$ cat src/rtl/sobel_pkg.sv
// -----------------------------------------------------------------------------
// sobel_pkg
// Shared constants and types for the Sobel 3x3 window generator.
//   PIX_W      : pixel width in bits
//   COORD_W    : width of the optional window-centre coordinate outputs
//   IMG_W_DEF  : default pixels per line
//   IMG_H_DEF  : default lines per frame
//   win_col_t  : one vertical column of the 3x3 window (top = oldest row)
//   addr_w()   : counter/address width for a given depth (minimum 1 bit)
// -----------------------------------------------------------------------------
package sobel_pkg;

    localparam int PIX_W     = 8;
    localparam int COORD_W   = 10;
    localparam int IMG_W_DEF = 64;
    localparam int IMG_H_DEF = 48;

    typedef struct packed {
        logic [PIX_W-1:0] top;  // row r-2
        logic [PIX_W-1:0] mid;  // row r-1
        logic [PIX_W-1:0] bot;  // row r
    } win_col_t;

    function automatic int addr_w(input int depth);
        return (depth <= 2) ? 1 : $clog2(depth);
    endfunction

endpackage

$ cat src/rtl/sobel_line_buf.sv
// -----------------------------------------------------------------------------
// sobel_line_buf
// One line of pixel storage: single-port RAM, synchronous read-before-write.
// On a cycle with en=1 the old content at addr is captured into rdata and,
// if we=1, the same location is overwritten with wdata.
//   clk   : clock
//   rst_n : asynchronous active-low reset (clears only the read register)
//   en    : port enable; rdata holds its value when en=0
//   we    : write enable (qualified by en)
//   addr  : column index
//   wdata : pixel to store
//   rdata : previous content of addr, valid the cycle after en
// -----------------------------------------------------------------------------
module sobel_line_buf
    import sobel_pkg::*;
#(
    parameter int DEPTH = IMG_W_DEF,
    parameter int AW    = addr_w(DEPTH)
) (
    input  logic             clk,
    input  logic             rst_n,
    input  logic             en,
    input  logic             we,
    input  logic [AW-1:0]    addr,
    input  logic [PIX_W-1:0] wdata,
    output logic [PIX_W-1:0] rdata
);

    logic [PIX_W-1:0] mem [DEPTH];
    logic [PIX_W-1:0] rdata_reg;

    // Storage array: no reset so it maps onto block RAM.
    always_ff @(posedge clk) begin
        if (en && we) begin
            mem[addr] <= wdata;
        end
    end

    // Read register sees the pre-write content (read-before-write). It is
    // reset so that the window outputs fed from it start at zero.
    always_ff @(posedge clk or negedge rst_n) begin
        if (!rst_n) begin
            rdata_reg <= '0;
        end else if (en) begin
            rdata_reg <= mem[addr];
        end
    end

    assign rdata = rdata_reg;

endmodule

$ cat src/rtl/sobel_window_gen.sv
// -----------------------------------------------------------------------------
// sobel_window_gen
// Streams raster-order pixels in and emits the 3x3 neighbourhood (minus the
// centre) of every pixel that has a full window, i.e. row >= 2 and col >= 2.
// Output latency is one cycle from the accepted pixel to out_valid.
//
// Ports
//   clk, rst_n            : clock, asynchronous active-low reset
//   in_pix, in_sof        : pixel and start-of-frame, qualified by in_valid
//   in_valid / in_ready   : upstream handshake, in_ready = !out_valid || out_ready
//   p0..p3, p5..p8        : window (p0 = (r-2,c-2) ... p8 = (r,c))
//   out_valid / out_ready : downstream handshake
//   frame_done            : one-cycle pulse after the last window of a frame
//                           has been taken downstream
//   out_x, out_y          : window centre (c-1, r-1), only when the macro
//                           SOBEL_WIN_COORD_EN is defined
//
// Line storage uses two single-port buffers in ping-pong: row r is written
// into buffer r[0], so at row r that buffer still holds row r-2 (read before
// being overwritten) and the other buffer holds row r-1. The buffers' read
// registers act directly as the top two cells of the window's right column.
// -----------------------------------------------------------------------------
module sobel_window_gen
    import sobel_pkg::*;
#(
    parameter int IMG_W = IMG_W_DEF,
    parameter int IMG_H = IMG_H_DEF
) (
    input  logic               clk,
    input  logic               rst_n,
    input  logic [PIX_W-1:0]   in_pix,
    input  logic               in_sof,
    input  logic               in_valid,
    output logic               in_ready,
    output logic [PIX_W-1:0]   p0,
    output logic [PIX_W-1:0]   p1,
    output logic [PIX_W-1:0]   p2,
    output logic [PIX_W-1:0]   p3,
    output logic [PIX_W-1:0]   p5,
    output logic [PIX_W-1:0]   p6,
    output logic [PIX_W-1:0]   p7,
    output logic [PIX_W-1:0]   p8,
    output logic               out_valid,
    input  logic               out_ready,
    output logic               frame_done
`ifdef SOBEL_WIN_COORD_EN
    ,
    output logic [COORD_W-1:0] out_x,
    output logic [COORD_W-1:0] out_y
`endif
);

    localparam int CW = addr_w(IMG_W);
    localparam int RW = addr_w(IMG_H);
    localparam logic [CW-1:0] COL_LAST = CW'(IMG_W - 1);
    localparam logic [RW-1:0] ROW_LAST = RW'(IMG_H - 1);
    localparam logic [CW-1:0] COL_MIN  = CW'(2);
    localparam logic [RW-1:0] ROW_MIN  = RW'(2);

    // Position counters
    logic [CW-1:0] col_reg, col_next;
    logic [RW-1:0] row_reg, row_next;
    logic [CW-1:0] eff_col;
    logic [RW-1:0] eff_row;

    logic accept;
    logic win_hit;
    logic last_hit;

    // Window state
    win_col_t         left_reg;
    win_col_t         mid_reg;
    win_col_t         right_col;
    logic [PIX_W-1:0] bot_reg;
    logic             parity_reg;

    logic             out_valid_reg;
    logic             last_reg;
    logic             frame_done_reg;

    // Line buffers
    logic [1:0]       lb_we;
    logic [PIX_W-1:0] lb_rdata [2];

    assign in_ready = !out_valid_reg || out_ready;
    assign accept   = in_valid && in_ready;

    // An accepted start-of-frame pixel is position (0,0) regardless of where
    // the counters were; everything downstream uses the effective position.
    always_comb begin
        eff_col  = in_sof ? '0 : col_reg;
        eff_row  = in_sof ? '0 : row_reg;
        col_next = col_reg;
        row_next = row_reg;
        if (accept) begin
            if (eff_col == COL_LAST) begin
                col_next = '0;
                row_next = (eff_row == ROW_LAST) ? '0 : eff_row + 1'b1;
            end else begin
                col_next = eff_col + 1'b1;
                row_next = eff_row;
            end
        end
        win_hit  = (eff_row >= ROW_MIN) && (eff_col >= COL_MIN);
        last_hit = (eff_row == ROW_LAST) && (eff_col == COL_LAST);
    end

    generate
        for (genvar gi = 0; gi < 2; gi++) begin : g_lb
            // Only the buffer matching the current row parity is written;
            // both are read every accept.
            assign lb_we[gi] = accept && (eff_row[0] == 1'(gi));

            sobel_line_buf #(
                .DEPTH (IMG_W)
            ) u_lb (
                .clk   (clk),
                .rst_n (rst_n),
                .en    (accept),
                .we    (lb_we[gi]),
                .addr  (eff_col),
                .wdata (in_pix),
                .rdata (lb_rdata[gi])
            );
        end
    endgenerate

    // Right column of the current window. parity_reg is the row parity of
    // the last accepted pixel: its own buffer returned row r-2, the other
    // buffer returned row r-1.
    always_comb begin
        right_col.top = lb_rdata[parity_reg];
        right_col.mid = lb_rdata[~parity_reg];
        right_col.bot = bot_reg;
    end

    always_ff @(posedge clk or negedge rst_n) begin
        if (!rst_n) begin
            col_reg        <= '0;
            row_reg        <= '0;
            left_reg       <= '0;
            mid_reg        <= '0;
            bot_reg        <= '0;
            parity_reg     <= 1'b0;
            out_valid_reg  <= 1'b0;
            last_reg       <= 1'b0;
            frame_done_reg <= 1'b0;
        end else begin
            col_reg <= col_next;
            row_reg <= row_next;
            if (accept) begin
                // Shift columns left; the RAM read registers load the new
                // right column top/mid on this same edge.
                left_reg      <= mid_reg;
                mid_reg       <= right_col;
                bot_reg       <= in_pix;
                parity_reg    <= eff_row[0];
                out_valid_reg <= win_hit;
                last_reg      <= win_hit && last_hit;
            end else if (out_ready) begin
                out_valid_reg <= 1'b0;
            end
            // Pulse once the final window of the frame is handed over. A
            // mid-frame restart never carries last_reg, so it cannot pulse.
            frame_done_reg <= out_valid_reg && out_ready && last_reg;
        end
    end

`ifdef SOBEL_WIN_COORD_EN
    logic [COORD_W-1:0] out_x_reg;
    logic [COORD_W-1:0] out_y_reg;

    always_ff @(posedge clk or negedge rst_n) begin
        if (!rst_n) begin
            out_x_reg <= '0;
            out_y_reg <= '0;
        end else if (accept && win_hit) begin
            out_x_reg <= COORD_W'(eff_col) - 1'b1;
            out_y_reg <= COORD_W'(eff_row) - 1'b1;
        end
    end

    assign out_x = out_x_reg;
    assign out_y = out_y_reg;
`endif

    assign p0 = left_reg.top;
    assign p3 = left_reg.mid;
    assign p6 = left_reg.bot;
    assign p1 = mid_reg.top;
    assign p7 = mid_reg.bot;
    assign p2 = right_col.top;
    assign p5 = right_col.mid;
    assign p8 = right_col.bot;

    assign out_valid  = out_valid_reg;
    assign frame_done = frame_done_reg;

endmodule
$ cat config.mk
export PLATFORM = sky130hd
export DESIGN_NAME = sobel_window_gen
export DESIGN_NICKNAME = d
export VERILOG_FILES = /design/src/rtl/sobel_pkg.sv /design/src/rtl/sobel_line_buf.sv /design/src/rtl/sobel_window_gen.sv
export SDC_FILE = /design/constraint.sdc
export NUM_CORES = 1
export LEC_CHECK = 0
export CAP_MARGIN = 5
export CORE_ASPECT_RATIO = 0.75
export CORE_MARGIN = 5
export CORE_UTILIZATION = 45
export DETAILED_ROUTE_END_ITERATION = 12
export GPL_ROUTABILITY_DRIVEN = 0
export SLEW_MARGIN = 10
export SYNTH_ARGS = -nofsm -noshare
export SYNTH_HDL_FRONTEND = slang
export SYNTH_SLANG_ARGS = --single-unit
$ cat constraint.sdc
create_clock -name clk -period 2.45 [get_ports clk]
set_clock_uncertainty 0.2 [all_clocks]
set_input_delay 0.245 -clock clk [delete_from_list [all_inputs] [get_ports clk]]
set_output_delay 0.245 -clock clk [all_outputs]
set_load 0.02 [all_outputs]
==> results of run 1 <==
[per-layer routing]
layer / GRT usage [%] / routed length, um / up-vias
met2: 38.56 / 61170 / 1639
met5: 0 / 0 / -
met1: 37.40 / 56760 / 14580
li1: - / - / 11870
met4: 6.527 / 3905 / 0
met3: 9.098 / 16640 / 241
[final cells by class]
type | count | share of cell area, %
sequential | 1112 | 58.35
antenna | 4 | 0.01772
clock buffer | 131 | 4.913
timing repair buffer | 658 | 12.85
multi-input combinational | 1390 | 19.69
tap | 1313 | 2.908
inverter | 5 | 0.03322
clock inverter | 62 | 1.232
[worst max-delay path by stage]
stage | startpoint | to | cells after the start
floorplan | in_sof | row_reg[5] | 12
global placement | col_reg[1] | g_lb[0].u_lb.rdata[6] | 9
detailed placement | col_reg[1] | g_lb[1].u_lb.rdata[2] | 8
CTS | col_reg[1] | g_lb[1].u_lb.rdata[4] | 9
global route | col_reg[1] | g_lb[1].u_lb.rdata[2] | 9
finish | col_reg[1] | g_lb[0].u_lb.rdata[0] | 7
[critical path, stage by stage (launching register included)]
cell and delay (ns):
sky130_fd_sc_hd__dfrtp_4 0.55, sky130_fd_sc_hd__buf_6 0.14, sky130_fd_sc_hd__buf_12 0.15, sky130_fd_sc_hd__buf_8 0.15, sky130_fd_sc_hd__mux4_2 0.52, sky130_fd_sc_hd__o211ai_1 0.49, sky130_fd_sc_hd__o2111a_1 0.33, sky130_fd_sc_hd__a31oi_1 0.09
[through the flow]
stage	cell area (um^2)	utilization, %	worst slack (ns)
after floorplan	44620	-	-0.1307
after global placement	51180	52.57	-0.3290
after detailed placement	51180	52.57	-0.3752
after CTS	55740	57.25	-0.2536
after global routing	56480	58.01	-0.3544
final	56490	58.02	-0.3179
[cells by family after synthesis]
kind of cell    share of synthesized area [%]
flops                                   74.50
compound gates                          8.156
mux                                     9.378
simple gates                            5.352
buf+inv                                 2.583
fa+ha+maj                             0.02828
[synthesized netlist by cell type (7+ instances only)]
master / number / share of area (%)
sky130_fd_sc_hd__a211oi_1: 24 / 0.41
sky130_fd_sc_hd__a21oi_1: 128 / 1.4
sky130_fd_sc_hd__a221o_1: 9 / 0.20
sky130_fd_sc_hd__a221oi_1: 37 / 0.73
sky130_fd_sc_hd__a22oi_1: 33 / 0.56
sky130_fd_sc_hd__a311oi_1: 10 / 0.20
sky130_fd_sc_hd__a31oi_1: 17 / 0.24
sky130_fd_sc_hd__a32oi_1: 10 / 0.20
sky130_fd_sc_hd__and2_1: 7 / 0.099
sky130_fd_sc_hd__buf_2: 64 / 0.72
sky130_fd_sc_hd__buf_4: 49 / 0.83
sky130_fd_sc_hd__buf_6: 15 / 0.38
sky130_fd_sc_hd__clkbuf_1: 65 / 0.55
sky130_fd_sc_hd__dfrtp_1: 88 / 5.0
sky130_fd_sc_hd__edfxtp_1: 1024 / 70
sky130_fd_sc_hd__mux2_2: 92 / 2.3
sky130_fd_sc_hd__mux2i_1: 150 / 3.4
sky130_fd_sc_hd__mux4_2: 70 / 3.6
sky130_fd_sc_hd__nand2_1: 293 / 2.5
sky130_fd_sc_hd__nand2b_1: 8 / 0.11
sky130_fd_sc_hd__nand3_1: 25 / 0.28
sky130_fd_sc_hd__nand4_1: 8 / 0.11
sky130_fd_sc_hd__nor2_1: 159 / 1.3
sky130_fd_sc_hd__nor2b_1: 11 / 0.16
sky130_fd_sc_hd__nor3_1: 19 / 0.21
sky130_fd_sc_hd__o211ai_1: 44 / 0.75
sky130_fd_sc_hd__o21ai_0: 71 / 0.80
sky130_fd_sc_hd__o221ai_1: 79 / 1.6
sky130_fd_sc_hd__o22ai_1: 8 / 0.11
[power groups by stage]
stage | logic (W) | clock network (W) | registers, W
6_report | 0.00721 | 0.0165 | 0.0214
5_1_grt | 0.00749 | 0.0176 | 0.0214
4_1_cts | 0.00693 | 0.0167 | 0.0214
3_5_place_dp | 0.00655 | 0 | 0.0218
3_3_place_gp | 0.00649 | 0 | 0.0217
2_1_floorplan | 0.00327 | 0 | 0.0217
[what timing repair did]
| action | CTS | global route |
|---|---|---|
| setup endpoints to repair | 942 | 929 |
| hold endpoints to repair | 365 | 0 |
| hold buffers | 13 | 0 |
| resized for setup | 150 | 110 |
| cloned | 7 | 3 |
| buffers inserted | 25 | 16 |
| pin swaps | 27 | 39 |
==> impl_results.rst, run 1 <==
.. list-table::
   :header-rows: 1

   * - Metric
     - Value
   * - Switching share of total power
     - approximately a quarter
   * - Crit path DAT
     - 3.14 ns
   * - Type of the worst min-delay path
     - in -> reg
   * - DP Cell Count
     - 4,414
   * - Number of DRC violations after detailed-routing iteration 0
     - 3,522
   * - Fraction of power consumed by sequential logic
     - 47.4%
   * - P_int
     - about 0.033 W
   * - Share of the clock period used by the worst path after layout
     - 113.0%
   * - PwrDens
     - 797.9 nW/um^2
   * - Final TNS setup
     - -13.95 ns
   * - Count of boundary I/O pins
     - 80
   * - Nets
     - ~3,300
   * - Clock latency on the worst-skew pair
     - 0.71 ns
   * - Horizontal die dimension
     - 372.0 um
   * - Share of synthesized area occupied by flip-flops and latches
     - between 70 and 80%
   * - Deepest clock path buffer count
     - 3
   * - DRT Wirelength
     - between 100,000 and 150,000 um
   * - PnR Total Power
     - 0.04507 W
   * - Vias after detailed routing
     - roughly 28,000
   * - Kind of end point of the critical path
     - flip-flop
   * - Number of placement rows
     - 99
   * - Worst min-delay path endpoint
     - col_reg[4]
   * - Count of endpoints failing setup in the final report
     - 425
   * - Synthesis-stage register bit count
     - 1,112
   * - Worst Hold Launch
     - in_sof
   * - Maximum number of pins on one net before global-route repair
     - 130
   * - Hold path depth
     - 4
   * - Syn Inst Count
     - 2,706
   * - Final standard cell count with taps included and fillers excluded
     - around 4,700
   * - CTS tree
     - yes
   * - Reg2reg start
     - col_reg[1]
   * - Synth Warn #
     - 0
   * - GRT Resource Usage Total
     - 26.09%
   * - FF-to-FF End
     - g_lb[0].u_lb.rdata[0]
   * - Main flop type after synthesis
     - sky130_fd_sc_hd__edfxtp_1
   * - CTS root buf
     - sky130_fd_sc_hd__clkbuf_16
   * - Most frequent cells in the layout
     - sky130_fd_sc_hd__edfxtp_1 (1,024), sky130_fd_sc_hd__buf_4 (368), sky130_fd_sc_hd__nand2_1 (287)
   * - Achievable frequency
     - 361.3 MHz
   * - Seq. cell area
     - 32,960 um^2
   * - Setup WS post-layout
     - -0.3179 ns
   * - HPWL reported at the end of detailed placement
     - 90,620 um
   * - Flip-flop count of the largest register after layout
     - just over 1,000
   * - Maximum vdd drop
     - 643.2 uV
   * - Maximum fanout along the worst path
     - 10
   * - Worst slew pin tran
     - 0.9841 ns
   * - Proportion of layout cells with a drive suffix above 1
     - between 30% and 40%
   * - Most common cell after layout, fill and taps aside
     - sky130_fd_sc_hd__edfxtp_1
   * - Number of distinct library cells after synthesis
     - 66
   * - Post-synthesis instance area
     - roughly 44,000 um^2
   * - Vias in the first global route
     - 27,700
   * - CTS Sinks
     - ~1,100
   * - Slew Limit Fails
     - 0
   * - Number of enable flip-flop cells after synthesis
     - 1,024
   * - H-tree Lvls
     - 3
   * - Hold Fails Final Rpt
     - 0
   * - Static leakage
     - 19.37 nW
   * - Reported net switching power
     - 0.01166 W
   * - Port buffer count
     - 79
   * - Wire length per cell
     - 29.62 um
   * - Total nets after synthesis
     - 2,720
   * - Number of antenna violations at the first check in global routing
     - 3
   * - Kind of start point of the critical path
     - flip-flop
   * - Failing checks
     - setup timing
   * - Multi-input gate area in the final layout
     - approximately 11,000 um^2
   * - DRC violations left
     - 0
   * - Die Height
     - 281.5 um
   * - Post-Syn Area per Cell
     - 16.34 um^2
   * - P&R area growth vs syn
     - 27.72%
   * - Length of the first detailed-routing pass in iterations
     - 6
   * - Period minus WS final
     - about 2.8 ns
   * - Vias per inst
     - 6.060
   * - Comb power frac
     - 16.0%
   * - Antenna Violating Nets Remaining
     - 0
   * - Slack of the worst reg-to-reg path
     - -0.32 ns
   * - Worst EP required
     - ~2.8 ns
   * - Reported max-cap violation count
     - 0
   * - Start-to-end type of the worst setup path
     - reg -> reg
   * - Async set-reset flop share out of synthesis
     - 7.914%
   * - Length in cells of the worst reg-to-reg path
     - 7
   * - Die Outline Area
     - between 100,000 and 150,000 um^2
   * - Setup repair after global routing missed its margin
     - yes
   * - TritonCTS buffer count
     - approximately 100
   * - Wire length of the first global-routing pass
     - 197,200 um
   * - Hold_ws
     - 0.07968 ns
   * - Total congestion overflow
     - 0
   * - Remaining max-slew budget at the tightest pin
     - 34.18%
   * - Filler Cells Inserted
     - 7,382
   * - Core Box Area
     - 97,360 um^2
   * - Clock transition at the register clock pins on the worst setup and hold paths after CTS
     - 0.07 ns
   * - Outcome
     - finished, violations left
   * - Initial Util
     - 45.43%
   * - Clk pwr share
     - 36.6%
(Power assumes the default switching activity.)
==> run 2: changes to the inputs <==
Settings changed: CTS_CLUSTER_SIZE set to 25, HOLD_SLACK_MARGIN set to 0.02.
==> run 2 against run 1 <==
The run still ends with setup timing left. Die area unchanged. Final cell count is 0.45% lower. Core utilization is 0.40 points lower. First-iteration DRC count increased by 5.3%. Total power is 0.26% higher. Routed wire length is 0.77% lower. Register-to-register slack hardly changed. Fmax grew 0.45%. Setup slack improved by 0.012 ns. Count of clock-buffer cells in the layout shrank 1. Largest power group unchanged.
==> impl_results.rst, run 2 (synthesis results as in run 1) <==
.. list-table::
   :header-rows: 1

   * - Metric
     - Value
   * - Vias in the first global route
     - 27,720
   * - Count of boundary I/O pins
     - 80
   * - Initial Util
     - a little under half
   * - Die Height
     - 281.5 um
   * - Total congestion overflow
     - 0
   * - H-tree Lvls
     - 3
   * - Achievable frequency
     - 362.9 MHz
   * - Clock latency on the worst-skew pair
     - a little over 0.7 ns
   * - Type of the worst min-delay path
     - in -> reg
   * - Flip-flop count of the largest register after layout
     - 1,024
   * - Reported max-cap violation count
     - 0
   * - Wire length per cell
     - 29.52 um
   * - Crit path DAT
     - 3.14 ns
   * - Most frequent cells in the layout
     - sky130_fd_sc_hd__edfxtp_1 (1,024), sky130_fd_sc_hd__buf_4 (382), sky130_fd_sc_hd__nand2_1 (287)
   * - CTS tree
     - yes
   * - Deepest clock path buffer count
     - 3
   * - Outcome
     - finished, violations left
   * - Setup WS post-layout
     - -0.3054 ns
   * - Place WS
     - -0.3752 ns
   * - Core Box Area
     - 97,360 um^2
   * - Reg2reg start
     - col_reg[1]
   * - Most common cell after layout, fill and taps aside
     - sky130_fd_sc_hd__edfxtp_1
   * - Kind of end point of the critical path
     - flip-flop
   * - Number of antenna violations at the first check in global routing
     - 0
   * - CTS Sinks
     - approximately 1,100
   * - DP Cell Count
     - 4,414
   * - Final TNS setup
     - -12.33 ns
   * - Number of placement rows
     - 99
   * - DRT Wirelength
     - 137,400 um
   * - Horizontal die dimension
     - 372.0 um
   * - Maximum number of pins on one net before global-route repair
     - 130
   * - Count of endpoints failing setup in the final report
     - 328
   * - P&R area growth vs syn
     - 26.83%
   * - Start-to-end type of the worst setup path
     - reg -> reg
   * - Port buffer count
     - 79
   * - Hold Fails Final Rpt
     - 0
   * - Final standard cell count with taps included and fillers excluded
     - 4,654
   * - P_int
     - 0.03356 W
   * - Proportion of layout cells with a drive suffix above 1
     - 31.67%
   * - GRT Resource Usage Total
     - a little over a quarter
   * - DRC violations left
     - 0
   * - FF-to-FF End
     - g_lb[1].u_lb.rdata[2]
   * - Maximum vdd drop
     - 641.9 uV
   * - Cell chain of the critical path
     - bufbuf_16 > buf_4 > nand3b_1 > buf_6 > o22ai_1 > a211oi_2 > a311oi_2 > a2111oi_2 > o32a_1
   * - Reported net switching power
     - 0.01163 W
   * - Static leakage
     - around 19 nW
   * - Period minus WS final
     - 2.755 ns
   * - Hold path depth
     - 4
   * - Setup repair after global routing missed its margin
     - yes
   * - Length of the first detailed-routing pass in iterations
     - 5
   * - Vias after detailed routing
     - ~28,000
   * - Share of the clock period used by the worst path after layout
     - 112.5%
   * - Wire length of the first global-routing pass
     - 198,000 um
   * - Worst slew pin tran
     - between 0.9 and 1 ns
   * - Die Outline Area
     - approximately 100,000 um^2
   * - Worst min-delay path endpoint
     - col_reg[4]
   * - TritonCTS buffer count
     - ~100
   * - Comb power frac
     - 15.7%
   * - Kind of start point of the critical path
     - flip-flop
   * - Antenna Violating Nets Remaining
     - 0
   * - Remaining max-slew budget at the tightest pin
     - 34.34%
   * - PwrDens
     - roughly 800 nW/um^2
   * - Maximum fanout along the worst path
     - 7
   * - Worst Hold Launch
     - in_sof
   * - CTS root buf
     - sky130_fd_sc_hd__clkbuf_16
   * - Number of diodes added for antenna fixing
     - 0
   * - Fraction of power consumed by sequential logic
     - between 40% and 50%
   * - Slew Limit Fails
     - 0
   * - Vias per inst
     - 6.064
   * - Nets
     - 3,268
   * - Failing checks
     - setup timing
   * - CP max stage delay
     - 0.55 ns
   * - Switching share of total power
     - 25.74%
   * - Clk pwr share
     - 37.0%
   * - Hold_ws
     - 0.08539 ns
   * - Length in cells of the worst reg-to-reg path
     - 9
   * - Slack of the worst reg-to-reg path
     - -0.31 ns
   * - Worst EP required
     - between 2 and 3 ns
   * - Cell type of the slowest stage on the worst timing path
     - sky130_fd_sc_hd__dfrtp_4
   * - Clock transition at the register clock pins on the worst setup and hold paths after CTS
     - 0.07 ns
   * - Number of DRC violations after detailed-routing iteration 0
     - ~3,700
   * - PnR Total Power
     - 0.04519 W
   * - HPWL reported at the end of detailed placement
     - 90,620 um
run 2: changes by cell type in the layout (fill, tap and decap cells not counted), sizes merged:
cell and delta:
diode -4, inv -1, dlygate4sd2 +1, clkbuf -3, clkdlybuf4s15 -1, buf -15
bufinv +2
run 2: how the worst max path moves through the flow:
stage,startpoint,end,cells past startpoint
after global placement,col_reg[1],g_lb[0].u_lb.rdata[6],9
final,col_reg[1],g_lb[1].u_lb.rdata[2],9
after global routing,col_reg[1],g_lb[1].u_lb.rdata[2],10
after floorplan,in_sof,row_reg[5],12
after CTS,col_reg[1],g_lb[1].u_lb.rdata[4],9
after detailed placement,col_reg[1],g_lb[1].u_lb.rdata[2],8
run 2: power by group through the flow:
| stage | Sequential [W] | Clock (W) | Combinational (W) |
|---|---|---|---|
| final | 0.0214 | 0.0167 | 0.00711 |
| after floorplan | 0.0217 | 0 | 0.00327 |
| after detailed placement | 0.0218 | 0 | 0.00655 |
| after CTS | 0.0214 | 0.0169 | 0.00689 |
| after global placement | 0.0217 | 0 | 0.00649 |
| after global routing | 0.0214 | 0.0178 | 0.00739 |
run 2: final cells by class:
| cell class | instances | area, um^2 |
|---|---|---|
| Fill cell | 7432 | 41260 |
| Sequential cell | 1112 | 32960 |
| Multi-Input combinational cell | 1390 | 11070 |
| Timing Repair Buffer | 641 | 6882 |
| Clock buffer | 130 | 2771 |
| Tap cell | 1313 | 1643 |
| Clock inverter | 63 | 745.7 |
| Inverter | 5 | 18.77 |
run 2: repair_timing:
item,4_1_cts,5_1_grt
cloned,6,1
resized for setup,139,83
endpoints found under the hold margin,468,0
setup endpoints to repair,942,885
hold buffers,13,0
pin swaps,25,28
setup buffers,21,6
run 2: metrics by stage:
| stage | instance area, um^2 | util (%) |
|---|---|---|
| global placement | 51180 | 52.57 |
| floorplan | 44620 | - |
| global route | 56100 | 57.62 |
| finish | 56100 | 57.62 |
| detailed placement | 51180 | 52.57 |
| CTS | 55680 | 57.19 |
run 2: metal layers:
metal  track usage [%]  part of all wire, %
met5                 0                    0
met1             38.64                   42
met3             7.400                   12
met2             38.52                   44
met4             6.251                  2.6
run 2: critical path: cells and delay by family, from the launching register on:
kind / cells / cell delay (ns)
compound gates: 5 / 1.13
buf+inv: 3 / 0.61
flops: 1 / 0.55
simple gates: 1 / 0.13
